### src/rtl/motor_pwm_driver.sv
// -----------------------------------------------------------------------------
// motor_pwm_driver
//
// Per-wheel PWM gate drive for the two H-bridges of the balance car. Each
// wheel has its own soft-start / soft-stop duty ramp. A shared prescaler, PWM
// counter and ramp-period counter pace both channels. The global enable input
// performs an immediate hard stop.
//
// Ports:
//   clk          system clock
//   reset_n      asynchronous active-low reset
//   enable       global drive enable; low forces both channels to IDLE, duty 0
//   left_motor   left wheel run command (synchronous to clk)
//   right_motor  right wheel run command (synchronous to clk)
//   left_pwm     left H-bridge PWM, registered
//   right_pwm    right H-bridge PWM, registered
//   left_duty    current left duty (status)
//   right_duty   current right duty (status)
//   ramping      high while either channel is in RAMP_UP or RAMP_DOWN
// -----------------------------------------------------------------------------
module motor_pwm_driver #(
    parameter int PWM_BITS     = 10,
    parameter int PRESCALE     = 50,
    parameter int DUTY_CRUISE  = 768,
    parameter int RAMP_STEP    = 32,
    parameter int RAMP_PERIODS = 4
) (
    input  logic                clk,
    input  logic                reset_n,
    input  logic                enable,
    input  logic                left_motor,
    input  logic                right_motor,
    output logic                left_pwm,
    output logic                right_pwm,
    output logic [PWM_BITS-1:0] left_duty,
    output logic [PWM_BITS-1:0] right_duty,
    output logic                ramping
);

    // A 1-entry counter still needs one bit of storage.
    localparam int PS_W = (PRESCALE > 1) ? $clog2(PRESCALE) : 1;
    localparam int RC_W = (RAMP_PERIODS > 1) ? $clog2(RAMP_PERIODS) : 1;
    // Saturation arithmetic is one bit wider than the duty so a step never wraps.
    localparam int DW   = PWM_BITS + 1;

    localparam logic [PS_W-1:0]     PS_LAST  = PS_W'(PRESCALE - 1);
    localparam logic [PS_W-1:0]     PS_ONE   = PS_W'(1);
    localparam logic [RC_W-1:0]     RC_LAST  = RC_W'(RAMP_PERIODS - 1);
    localparam logic [RC_W-1:0]     RC_ONE   = RC_W'(1);
    localparam logic [PWM_BITS-1:0] CNT_MAX  = {PWM_BITS{1'b1}};
    localparam logic [PWM_BITS-1:0] CNT_ONE  = PWM_BITS'(1);
    localparam logic [PWM_BITS-1:0] DUTY_ZERO = {PWM_BITS{1'b0}};
    localparam logic [DW-1:0]       CRUISE_W = DW'(DUTY_CRUISE);
    localparam logic [DW-1:0]       STEP_W   = DW'(RAMP_STEP);
    localparam logic [PWM_BITS-1:0] CRUISE_D = CRUISE_W[PWM_BITS-1:0];

    typedef enum logic [1:0] {
        ST_IDLE      = 2'd0,
        ST_RAMP_UP   = 2'd1,
        ST_RUN       = 2'd2,
        ST_RAMP_DOWN = 2'd3
    } ch_state_t;

    // Duty + one step, clamped at cruise.
    function automatic logic [PWM_BITS-1:0] sat_up(input logic [PWM_BITS-1:0] d);
        logic [DW-1:0] sum;
        sum = {1'b0, d} + STEP_W;
        if (sum > CRUISE_W) begin
            sat_up = CRUISE_D;
        end else begin
            sat_up = sum[PWM_BITS-1:0];
        end
    endfunction

    // Duty - one step, clamped at zero.
    function automatic logic [PWM_BITS-1:0] sat_dn(input logic [PWM_BITS-1:0] d);
        logic [DW-1:0] diff;
        diff = {1'b0, d} - STEP_W;
        if ({1'b0, d} >= STEP_W) begin
            sat_dn = diff[PWM_BITS-1:0];
        end else begin
            sat_dn = DUTY_ZERO;
        end
    endfunction

    logic [PS_W-1:0]     ps_r;
    logic [PWM_BITS-1:0] pwm_cnt_r;
    logic [RC_W-1:0]     ramp_cnt_r;
    logic                tick_s;
    logic                period_end_s;
    logic                ramp_evt_s;
    logic [1:0]          motor_s;
    logic [1:0]          tgt_on_s;
    logic [1:0]          busy_s;
    logic [1:0]          pwm_r;
    ch_state_t           state_r     [2];
    ch_state_t           nxt_state_s [2];
    logic [PWM_BITS-1:0] duty_r      [2];
    logic [PWM_BITS-1:0] nxt_duty_s  [2];

    assign tick_s       = (ps_r == PS_LAST);
    assign period_end_s = tick_s && (pwm_cnt_r == CNT_MAX);
    assign ramp_evt_s   = period_end_s && (ramp_cnt_r == RC_LAST);

    // Index 0 is the left wheel, index 1 the right wheel.
    assign motor_s  = {right_motor, left_motor};
    // A zero cruise duty means the target is always zero, whatever the command.
    assign tgt_on_s = (DUTY_CRUISE != 0) ? motor_s : 2'b00;

    // Prescaler: free-running 0..PRESCALE-1.
    always_ff @(posedge clk or negedge reset_n) begin
        if (!reset_n) begin
            ps_r <= {PS_W{1'b0}};
        end else if (tick_s) begin
            ps_r <= {PS_W{1'b0}};
        end else begin
            ps_r <= ps_r + PS_ONE;
        end
    end

    // PWM counter: advances once per tick, wraps naturally at its full width.
    always_ff @(posedge clk or negedge reset_n) begin
        if (!reset_n) begin
            pwm_cnt_r <= {PWM_BITS{1'b0}};
        end else if (tick_s) begin
            pwm_cnt_r <= pwm_cnt_r + CNT_ONE;
        end
    end

    // Ramp counter: counts PWM periods between ramp events.
    always_ff @(posedge clk or negedge reset_n) begin
        if (!reset_n) begin
            ramp_cnt_r <= {RC_W{1'b0}};
        end else if (period_end_s) begin
            if (ramp_cnt_r == RC_LAST) begin
                ramp_cnt_r <= {RC_W{1'b0}};
            end else begin
                ramp_cnt_r <= ramp_cnt_r + RC_ONE;
            end
        end
    end

    // Channel next state at a ramp event. Every state moves one step toward the
    // sampled target, so a reversal takes effect in the same event; the state
    // then follows from where the duty lands.
    always_comb begin
        for (int ch = 0; ch < 2; ch++) begin
            nxt_state_s[ch] = state_r[ch];
            nxt_duty_s[ch]  = duty_r[ch];
            case (state_r[ch])
                ST_IDLE, ST_RAMP_UP, ST_RUN, ST_RAMP_DOWN: begin
                    if (tgt_on_s[ch]) begin
                        nxt_duty_s[ch]  = sat_up(duty_r[ch]);
                        nxt_state_s[ch] = (sat_up(duty_r[ch]) == CRUISE_D) ? ST_RUN : ST_RAMP_UP;
                    end else begin
                        nxt_duty_s[ch]  = sat_dn(duty_r[ch]);
                        nxt_state_s[ch] = (sat_dn(duty_r[ch]) == DUTY_ZERO) ? ST_IDLE : ST_RAMP_DOWN;
                    end
                end
                default: begin
                    nxt_state_s[ch] = ST_IDLE;
                    nxt_duty_s[ch]  = DUTY_ZERO;
                end
            endcase
        end
    end

    // Channel FSM and duty registers; hard stop overrides a same-cycle ramp event.
    always_ff @(posedge clk or negedge reset_n) begin
        if (!reset_n) begin
            for (int ch = 0; ch < 2; ch++) begin
                state_r[ch] <= ST_IDLE;
                duty_r[ch]  <= DUTY_ZERO;
            end
        end else if (!enable) begin
            for (int ch = 0; ch < 2; ch++) begin
                state_r[ch] <= ST_IDLE;
                duty_r[ch]  <= DUTY_ZERO;
            end
        end else if (ramp_evt_s) begin
            for (int ch = 0; ch < 2; ch++) begin
                state_r[ch] <= nxt_state_s[ch];
                duty_r[ch]  <= nxt_duty_s[ch];
            end
        end
    end

    // Output compare. Duty only moves when the counter wraps, so no runt pulses.
    always_ff @(posedge clk or negedge reset_n) begin
        if (!reset_n) begin
            pwm_r <= 2'b00;
        end else if (!enable) begin
            pwm_r <= 2'b00;
        end else begin
            for (int ch = 0; ch < 2; ch++) begin
                pwm_r[ch] <= (pwm_cnt_r < duty_r[ch]);
            end
        end
    end

    // Per-channel ramp-in-progress decode.
    always_comb begin
        for (int ch = 0; ch < 2; ch++) begin
            busy_s[ch] = (state_r[ch] == ST_RAMP_UP) || (state_r[ch] == ST_RAMP_DOWN);
        end
    end

    assign ramping    = |busy_s;
    assign left_pwm   = pwm_r[0];
    assign right_pwm  = pwm_r[1];
    assign left_duty  = duty_r[0];
    assign right_duty = duty_r[1];

endmodule

### config.mk
export PLATFORM = sky130hd
export DESIGN_NAME = motor_pwm_driver
export DESIGN_NICKNAME = d
export VERILOG_FILES = /design/src/rtl/motor_pwm_driver.sv
export SDC_FILE = /design/constraint.sdc
export NUM_CORES = 1
export LEC_CHECK = 0
export ABC_AREA = 1
export CAP_MARGIN = 20
export CORE_MARGIN = 2
export CORE_UTILIZATION = 50
export CTS_CLUSTER_DIAMETER = 120
export DETAILED_ROUTE_END_ITERATION = 16
export PLACE_DENSITY = 0.79
export SETUP_SLACK_MARGIN = 0.02
export SYNTH_ARGS = -nofsm -noshare
export SYNTH_HDL_FRONTEND = slang
export SYNTH_SLANG_ARGS = --single-unit
### constraint.sdc
create_clock -name clk -period 2.4 [get_ports clk]
set_clock_uncertainty 0.15 [all_clocks]
set_input_delay 0.48 -clock clk [delete_from_list [all_inputs] [get_ports clk]]
set_output_delay 0.48 -clock clk [all_outputs]
set_load 0.03 [all_outputs]
==> impl_metrics.json, run 1 <==
{
  "synth_seq_cells": 42,
  "p_int_mw": 1.227,
  "worstPathMaxFanout": 8,
  "n_antenna_cell": 0,
  "setup_tns_ns": 0,
  "ys_async_sr_fraction_pct": 100.0,
  "drive_above_1_share_pct": 7.399,
  "drv_slew": 0,
  "synth_xor_area_share_pct": 4.518,
  "post-route-min-period_ns": 2.216,
  "seq_area_frac_synth_pct": 33.88,
  "p_switching_mw": 0.4609,
  "dr.pass1.iters": 5,
  "post-route-util_pct": 59.64,
  "netlist.area_leader.share_pct": 33.88,
  "synth_area_mm2": 0.003102,
  "seqPwrFrac_pct": 43.5,
  "grt_pass1_vias": 2758,
  "outcome": "finished with violations",
  "rsz0062_at_grt": "false",
  "start_util_pct": 52.08,
  "synthSimpleGateAreaFrac_pct": 33.44,
  "synth_compound_area_share_pct": 8.148,
  "power_leakage_nw": 1.870,
  "grt_overflow": 0,
  "synth_edf_count": 0,
  "hp-class": "in -> async",
  "cp.arrival_ns": 2.30,
  "cts_made_buffers": 5,
  "final_cell_mix": "132 x nand2_1, 41 x inv_1, 41 x nand3_1, 41 x dfrtp_1, 28 x ha_1",
  "ys_types": 32,
  "syn-mean-instance-area_um2": 7.368,
  "maxCapViolations": 0,
  "synthAdderAreaFrac_pct": 11.29,
  "stdcell_count": 521,
  "switching_share_pct": 27.31,
  "gp_congestion": 0.9188,
  "drc": 0,
  "synthMuxAreaShare_pct": 0.3630,
  "synth-main-ff-cell": "dfrtp_1",
  "clkSinkCount": 42,
  "top_level_ports": 28,
  "cts_tree": "done",
  "die_h_um": 82.76,
  "core_area_mm2": 0.005956,
  "dp_hpwl_um": 5393,
  "finalSetupViolCount": 0,
  "hold_violations": 5,
  "dpl.cell_count": 513,
  "portBuffers": 27,
  "drtAntennaViolNets": 0,
  "slowest_stage": "dfrtp_1",
  "grt_usage_pct": 23.65,
  "worstMarginPinSlew_ns": 0.6855,
  "slew_headroom_pct": 54.25,
  "wl_per_cell_um": 14.15,
  "clock_latency_ns": 0.30,
  "combPwrFrac_pct": 15.8,
  "yosys_warnings": 0,
  "worst-setup-path-type": "reg -> reg",
  "synth_top_family_by_area": "simple AND/OR/NAND/NOR gates",
  "nets": 478,
  "antenna_found_initial": 0,
  "irDropWorstVdd_mv": 0.3092,
  "critPathRequiredTime_ns": 2.49,
  "synth_area_leaders": "dfrtp_1 34%, nand2_1 16%, ha_1 11%",
  "critPathCaptureType": "register",
  "wl_um": 7370,
  "max_freq_ghz": 0.4513,
  "dpl_cell_area_mm2": 0.003413,
  "start_kind": "register",
  "rows": 28,
  "worstSetupStartpoint": "right_duty[5]$_DFFE_PN0P_",
  "post_cts_buffers": 0,
  "grt_max_degree": 24,
  "fin_hold_ws_ns": -0.002762,
  "path_cells": "inv_1, ha_1, nor3_1, nand3_1, nand3_1, nand2_1, o21ai_0, nand3_1, nand2_1",
  "num_vias": 2862,
  "finalCritPeriodShare_pct": 92.32,
  "cts_root_buf": "clkbuf_8",
  "cts.clk_slew.worst_paths_ns": 0.09,
  "cpPeakStageDelay_ns": 0.52,
  "fin_area_mm2": 0.003552,
  "synth_cells": 421,
  "layout-area-overhead-vs-synth_pct": 14.52,
  "cts_buffer_depth": 2,
  "grt_pass1_wl_um": 12450,
  "cts_max_level": 2,
  "clkPwrFrac_pct": 40.6,
  "dieArea_mm2": 0.006849,
  "die_w_um": 82.76,
  "syn_nets": 454,
  "crit_top_cell": "nand3_1",
  "yosysTopAreaCell": "dfrtp_1",
  "mostFrequentLayoutCell": "nand2_1",
  "drt-vias-per-instance": 5.493,
  "violations": "hold timing",
  "initialDrtViolationCount": 202,
  "reg2reg_from": "right_duty[5]$_DFFE_PN0P_",
  "powerDensity_mw_per_mm2": 475.1
}
[synth_stat cells, types with 3 or more instances]
library cell and n:
buf_6 3, clkbuf_1 3, xnor2_1 6, or2_2 7, a21oi_1 11, buf_2 6, nand3_1 41, o21ai_0 27
nor2_1 24, inv_2 3, dfrtp_1 42, ha_1 28, inv_1 41, nand2_1 132, xor2_1 10, nor3_1 4
nand4_1 10
[kinds of logic (layout without fill, tap and decap cells)]
family / after synthesis / count (layout)
AOI/OAI and AO/OA: 46 / 46
xor gates and xnor gates: 16 / 16
DFF: 42 / 42
muxes: 1 / 1
buffers and inverters: 59 / 84
adders and majority gates: 28 / 28
and+or+nand+nor: 229 / 229
[cell type report]
class | count | area [um^2]
tap | 75 | 93.84
sequential | 42 | 1052
inverter | 45 | 168.9
fill | 536 | 2404
clock buffer | 5 | 68.82
timing repair buffer | 31 | 307.8
clock inverter | 3 | 68.82
multi-input combinational | 320 | 1792
[power groups by stage]
| stage | Combinational (mW) | Clock [mW] | Sequential (mW) |
|---|---|---|---|
| after global routing | 0.300 | 0.728 | 0.737 |
| after global placement | 0.260 | 0 | 0.749 |
| after CTS | 0.266 | 0.697 | 0.735 |
| after floorplan | 0.163 | 0 | 0.768 |
| after detailed placement | 0.262 | 0 | 0.749 |
| final | 0.267 | 0.686 | 0.735 |
[metrics by stage]
stage	power, mW	worst slack, ns	hold WS, ns
6_report	1.688	0.1843	-0.002762
5_1_grt	1.766	0.02405	0.02784
4_1_cts	1.698	0.1631	0.009212
3_5_place_dp	1.011	0.2589	0.3336
3_3_place_gp	1.009	0.2923	0.3101
2_1_floorplan	0.9302	0.3781	0.03441
[final timing paths]
path	end	slack (ns)	cells after the start
worst max-delay path	right_duty[3]$_DFFE_PN0P_	0.18	9
worst min-delay path	right_duty[9]$_DFFE_PN0P_	-0.003	1
worst max register to register	right_duty[3]$_DFFE_PN0P_	0.18	9
worst min register to register	state_r[0]$_DFFE_PN0P_	0.36	2
max in group asynchronous	right_duty[6]$_DFFE_PN0P_	1.59	2
min in group clk	state_r[0]$_DFFE_PN0P_	0.36	2
[state kept, by name, summed over array words and instances, names as in the netlist]
register / flops
left_duty: 10
ps_r: 6
pwm_cnt_r: 10
pwm_r: 2
ramp_cnt_r: 2
right_duty: 10
state_r: 2
[layer usage]
metal / track usage (%) / up-vias / share of wire, % / routed length [um]
li1: - / 1412 / - / -
met1: 31.19 / 1342 / 45 / 3343
met2: 40.40 / 94 / 48 / 3502
met3: 3.478 / 14 / 5.3 / 392
met4: 6.557 / 0 / 1.8 / 131
met5: 0 / - / 0 / 0
[critical path: cells and delay by family, from the launching register on]
kind / cells / cell delay, ns
fa+ha+maj: 1 / 0.35
flops: 1 / 0.52
simple gates: 6 / 0.73
compound gates: 1 / 0.21
buf+inv: 1 / 0.19
[repair_timing]
action	4_1_cts	5_1_grt
endpoints found under the setup margin	0	2
hold buffers	0	0
gates resized for setup	0	1
Power figures use the tool's default switching activity.
==> inputs of run 2 (changes only) <==
--- a/config.mk
+++ b/config.mk
@@ -7,11 +7,13 @@
 export LEC_CHECK = 0
 export ABC_AREA = 1
 export CAP_MARGIN = 20
+export CELL_PAD_IN_SITES_DETAIL_PLACEMENT = 1
+export CELL_PAD_IN_SITES_GLOBAL_PLACEMENT = 2
 export CORE_MARGIN = 2
-export CORE_UTILIZATION = 50
+export CORE_UTILIZATION = 34
 export CTS_CLUSTER_DIAMETER = 120
 export DETAILED_ROUTE_END_ITERATION = 16
-export PLACE_DENSITY = 0.79
+export PLACE_DENSITY = 0.89
 export SETUP_SLACK_MARGIN = 0.02
 export SYNTH_ARGS = -nofsm -noshare
 export SYNTH_HDL_FRONTEND = slang
==> run 2 against run 1 <==
The run now ends clean. Cell area grew 1.3%. Hold slack gained 0.35 ns. Sequential power is essentially flat. Critical path depth shrank 8. Non-clock buffer count grew 5. Setup slack lost 0.014 ns.
==> impl_metrics.json, run 2 (same netlist as run 1, synthesis figures left out) <==
{
  "outcome": "completed",
  "reg2reg_from": "right_duty[6]$_DFFE_PN0P_",
  "post-route-min-period_ns": 2.230,
  "gp_congestion": 0.7980,
  "cts_buffer_depth": 2,
  "start_util_pct": 35.39,
  "critPathCaptureType": "output pin",
  "powerDensity_mw_per_mm2": 442.0,
  "hp-class": "reg -> reg",
  "num_vias": 2838,
  "hold_depth": 2,
  "finalPower_mw": 1.590,
  "grt_usage_pct": 18.25,
  "portBuffers": 27,
  "wl_um": 8504,
  "die_w_um": 99.51,
  "nFillCells": 1123,
  "post_cts_buffers": 0,
  "dieArea_mm2": 0.009902,
  "finalCritPeriodShare_pct": 92.90,
  "power_leakage_nw": 1.872,
  "drtAntennaViolNets": 0,
  "rrSetupSlack_ns": 0.27,
  "cts_root_buf": "clkbuf_8",
  "die_h_um": 99.51,
  "core_area_mm2": 0.008763,
  "grt_pass1_vias": 2918,
  "clkSinkCount": 42,
  "post-route-util_pct": 41.05,
  "drc": 0,
  "max_freq_ghz": 0.4485,
  "worstPathMaxFanout": 9,
  "cp.arrival_ns": 1.60,
  "cp.depth": 1,
  "worst-setup-path-type": "reg -> out",
  "worstMarginPinSlew_ns": 0.6272,
  "finalSetupViolCount": 0,
  "grt_max_degree": 22,
  "reg2reg_to": "right_duty[2]$_DFFE_PN0P_",
  "wl_per_cell_um": 15.21,
  "irDropWorstVdd_mv": 0.2170,
  "rsz0062_at_grt": "false",
  "dpl_worst_slack_ns": 0.2355,
  "mostFrequentLayoutCell": "nand2_1",
  "cpPeakStageDelay_ns": 0.74,
  "drv_slew": 0,
  "setup_slack_ns": 0.1704,
  "start_kind": "register",
  "clock_latency_ns": 0.31,
  "n_antenna_cell": 0,
  "drive_above_1_share_pct": 8.204,
  "dp_hpwl_um": 6603,
  "grt_pass1_wl_um": 14590,
  "antenna_found_initial": 0,
  "cts.clk_slew.worst_paths_ns": 0.09,
  "hold_path_end": "state_r[0]$_DFFE_PN0P_",
  "maxCapViolations": 0,
  "rows": 34,
  "path_cells": "clkdlybuf4s50_1",
  "cts_tree": "done",
  "slowest_stage": "clkdlybuf4s50_1",
  "min_from": "state_r[0]$_DFFE_PN0P_",
  "path_buf_inv": 1,
  "hold_violations": 0,
  "cpLargestDelayFamily": "buffers and inverters",
  "nets": 483,
  "rr_worst_depth": 9,
  "initialDrtViolationCount": 68,
  "slew_headroom_pct": 58.14,
  "dr.pass1.iters": 4,
  "final_cell_mix": "132 x nand2_1, 41 x inv_1, 41 x nand3_1, 41 x dfrtp_1, 28 x ha_1",
  "grt_overflow": 0,
  "critPathRequiredTime_ns": 1.77,
  "cts_made_buffers": 5,
  "top_level_ports": 28,
  "setup_tns_ns": 0,
  "drt-vias-per-instance": 5.077,
  "layout-area-overhead-vs-synth_pct": 15.97,
  "cts_max_level": 2
}
[run 2: cell types whose count changed in the layout (fill, tap and decap cells not counted)]
| cell | delta |
|---|---|
| buf_4 | +5 |
| clkinvlp_4 | +2 |
| buf_12 | -1 |
| bufinv_16 | -1 |
| clkinv_4 | -1 |
| dlygate4sd3_1 | +1 |
[run 2: layer usage]
| metal | vias up | global-route usage (%) | wire length (um) |
|---|---|---|---|
| met4 | 0 | 2.845 | 53 |
| li1 | 1422 | - | - |
| met5 | - | 0 | 0 |
| met3 | 5 | 2.460 | 179 |
| met2 | 27 | 31.44 | 4188 |
| met1 | 1384 | 24.93 | 4081 |
[run 2: how the worst max path moves through the flow]
stage	start	endpoint	slack, ns
6_report	right_duty[7]$_DFFE_PN0P_	right_duty[7]	0.17
5_1_grt	pwm_cnt_r[1]$_DFFE_PN0N_	left_duty[6]$_DFFE_PN0P_	0.02
4_1_cts	state_r[2]$_DFFE_PN0P_	ramping	0.15
3_5_place_dp	left_duty[5]$_DFFE_PN0P_	left_duty[3]$_DFFE_PN0P_	0.24
3_3_place_gp	left_duty[5]$_DFFE_PN0P_	left_duty[3]$_DFFE_PN0P_	0.24
2_1_floorplan	left_duty[5]$_DFFE_PN0P_	left_duty[7]$_DFFE_PN0P_	0.38
[run 2: repair_timing]
action	in CTS	in global routing
hold endpoints to repair	6	0
gates resized for setup	0	1
setup endpoints to repair	0	4
hold buffers	1	0
[run 2: worst reg2reg max path: cells and delay by family (launching register included)]
family                   cells  cell delay (ns)
AO/OA/AOI/OAI                1             0.22
flip-flops                   1             0.52
AND/OR/NAND/NOR              6             0.73
buffers and inverters        1             0.14
adder cells (fa/ha/maj)      1             0.31
[run 2: cell type report]
class,count,area [um^2],area share [%]
clock buffer,5,68.82,1.913
clock inverter,3,45.04,1.252
inverter,45,168.9,4.696
multi-input combinational,320,1792,49.81
sequential,42,1052,29.25
tap,108,135.1,3.757
timing repair buffer,36,335.3,9.322
[run 2: through the flow]
step	cells	area (um^2)	hold WS, ns
6_report	559	3597	0.3423
5_1_grt	559	3597	0.3795
4_1_cts	559	3596	0.3507
3_5_place_dp	550	3472	0.3271
3_3_place_gp	550	3472	0.3211
2_1_floorplan	421	3102	0.03441
[run 2: power breakdown]
group          internal (mW)  total (mW)  switching, mW
combinational         0.0900       0.269          0.179
sequential             0.719       0.736         0.0163
clock                  0.310       0.585          0.275
total                   1.12        1.59          0.471
==> inputs of run 3 (changes only) <==
==> constraint.sdc (replaced) <==
create_clock -name clk -period 2.4 [get_ports clk]
set_clock_uncertainty 0.15 [all_clocks]
set_input_delay 0.48 -clock clk [delete_from_list [all_inputs] [get_ports clk]]
set_output_delay 0.48 -clock clk [all_outputs]
set_load 0.02 [all_outputs]
==> results of run 3 <==
Same layout as run 2 (identical final DEF). Status: completed.
Among the figures that moved: setup slack after layout 0.1704 ns -> 0.2278 ns; start point of the critical path right_duty[7]$_DFFE_PN0P_ -> state_r[2]$_DFFE_PN0P_; end point of the critical path right_duty[7] -> ramping; total power 1.590 mW -> 1.580 mW; worst IR drop on VDD 0.2170 mV -> 0.2169 mV
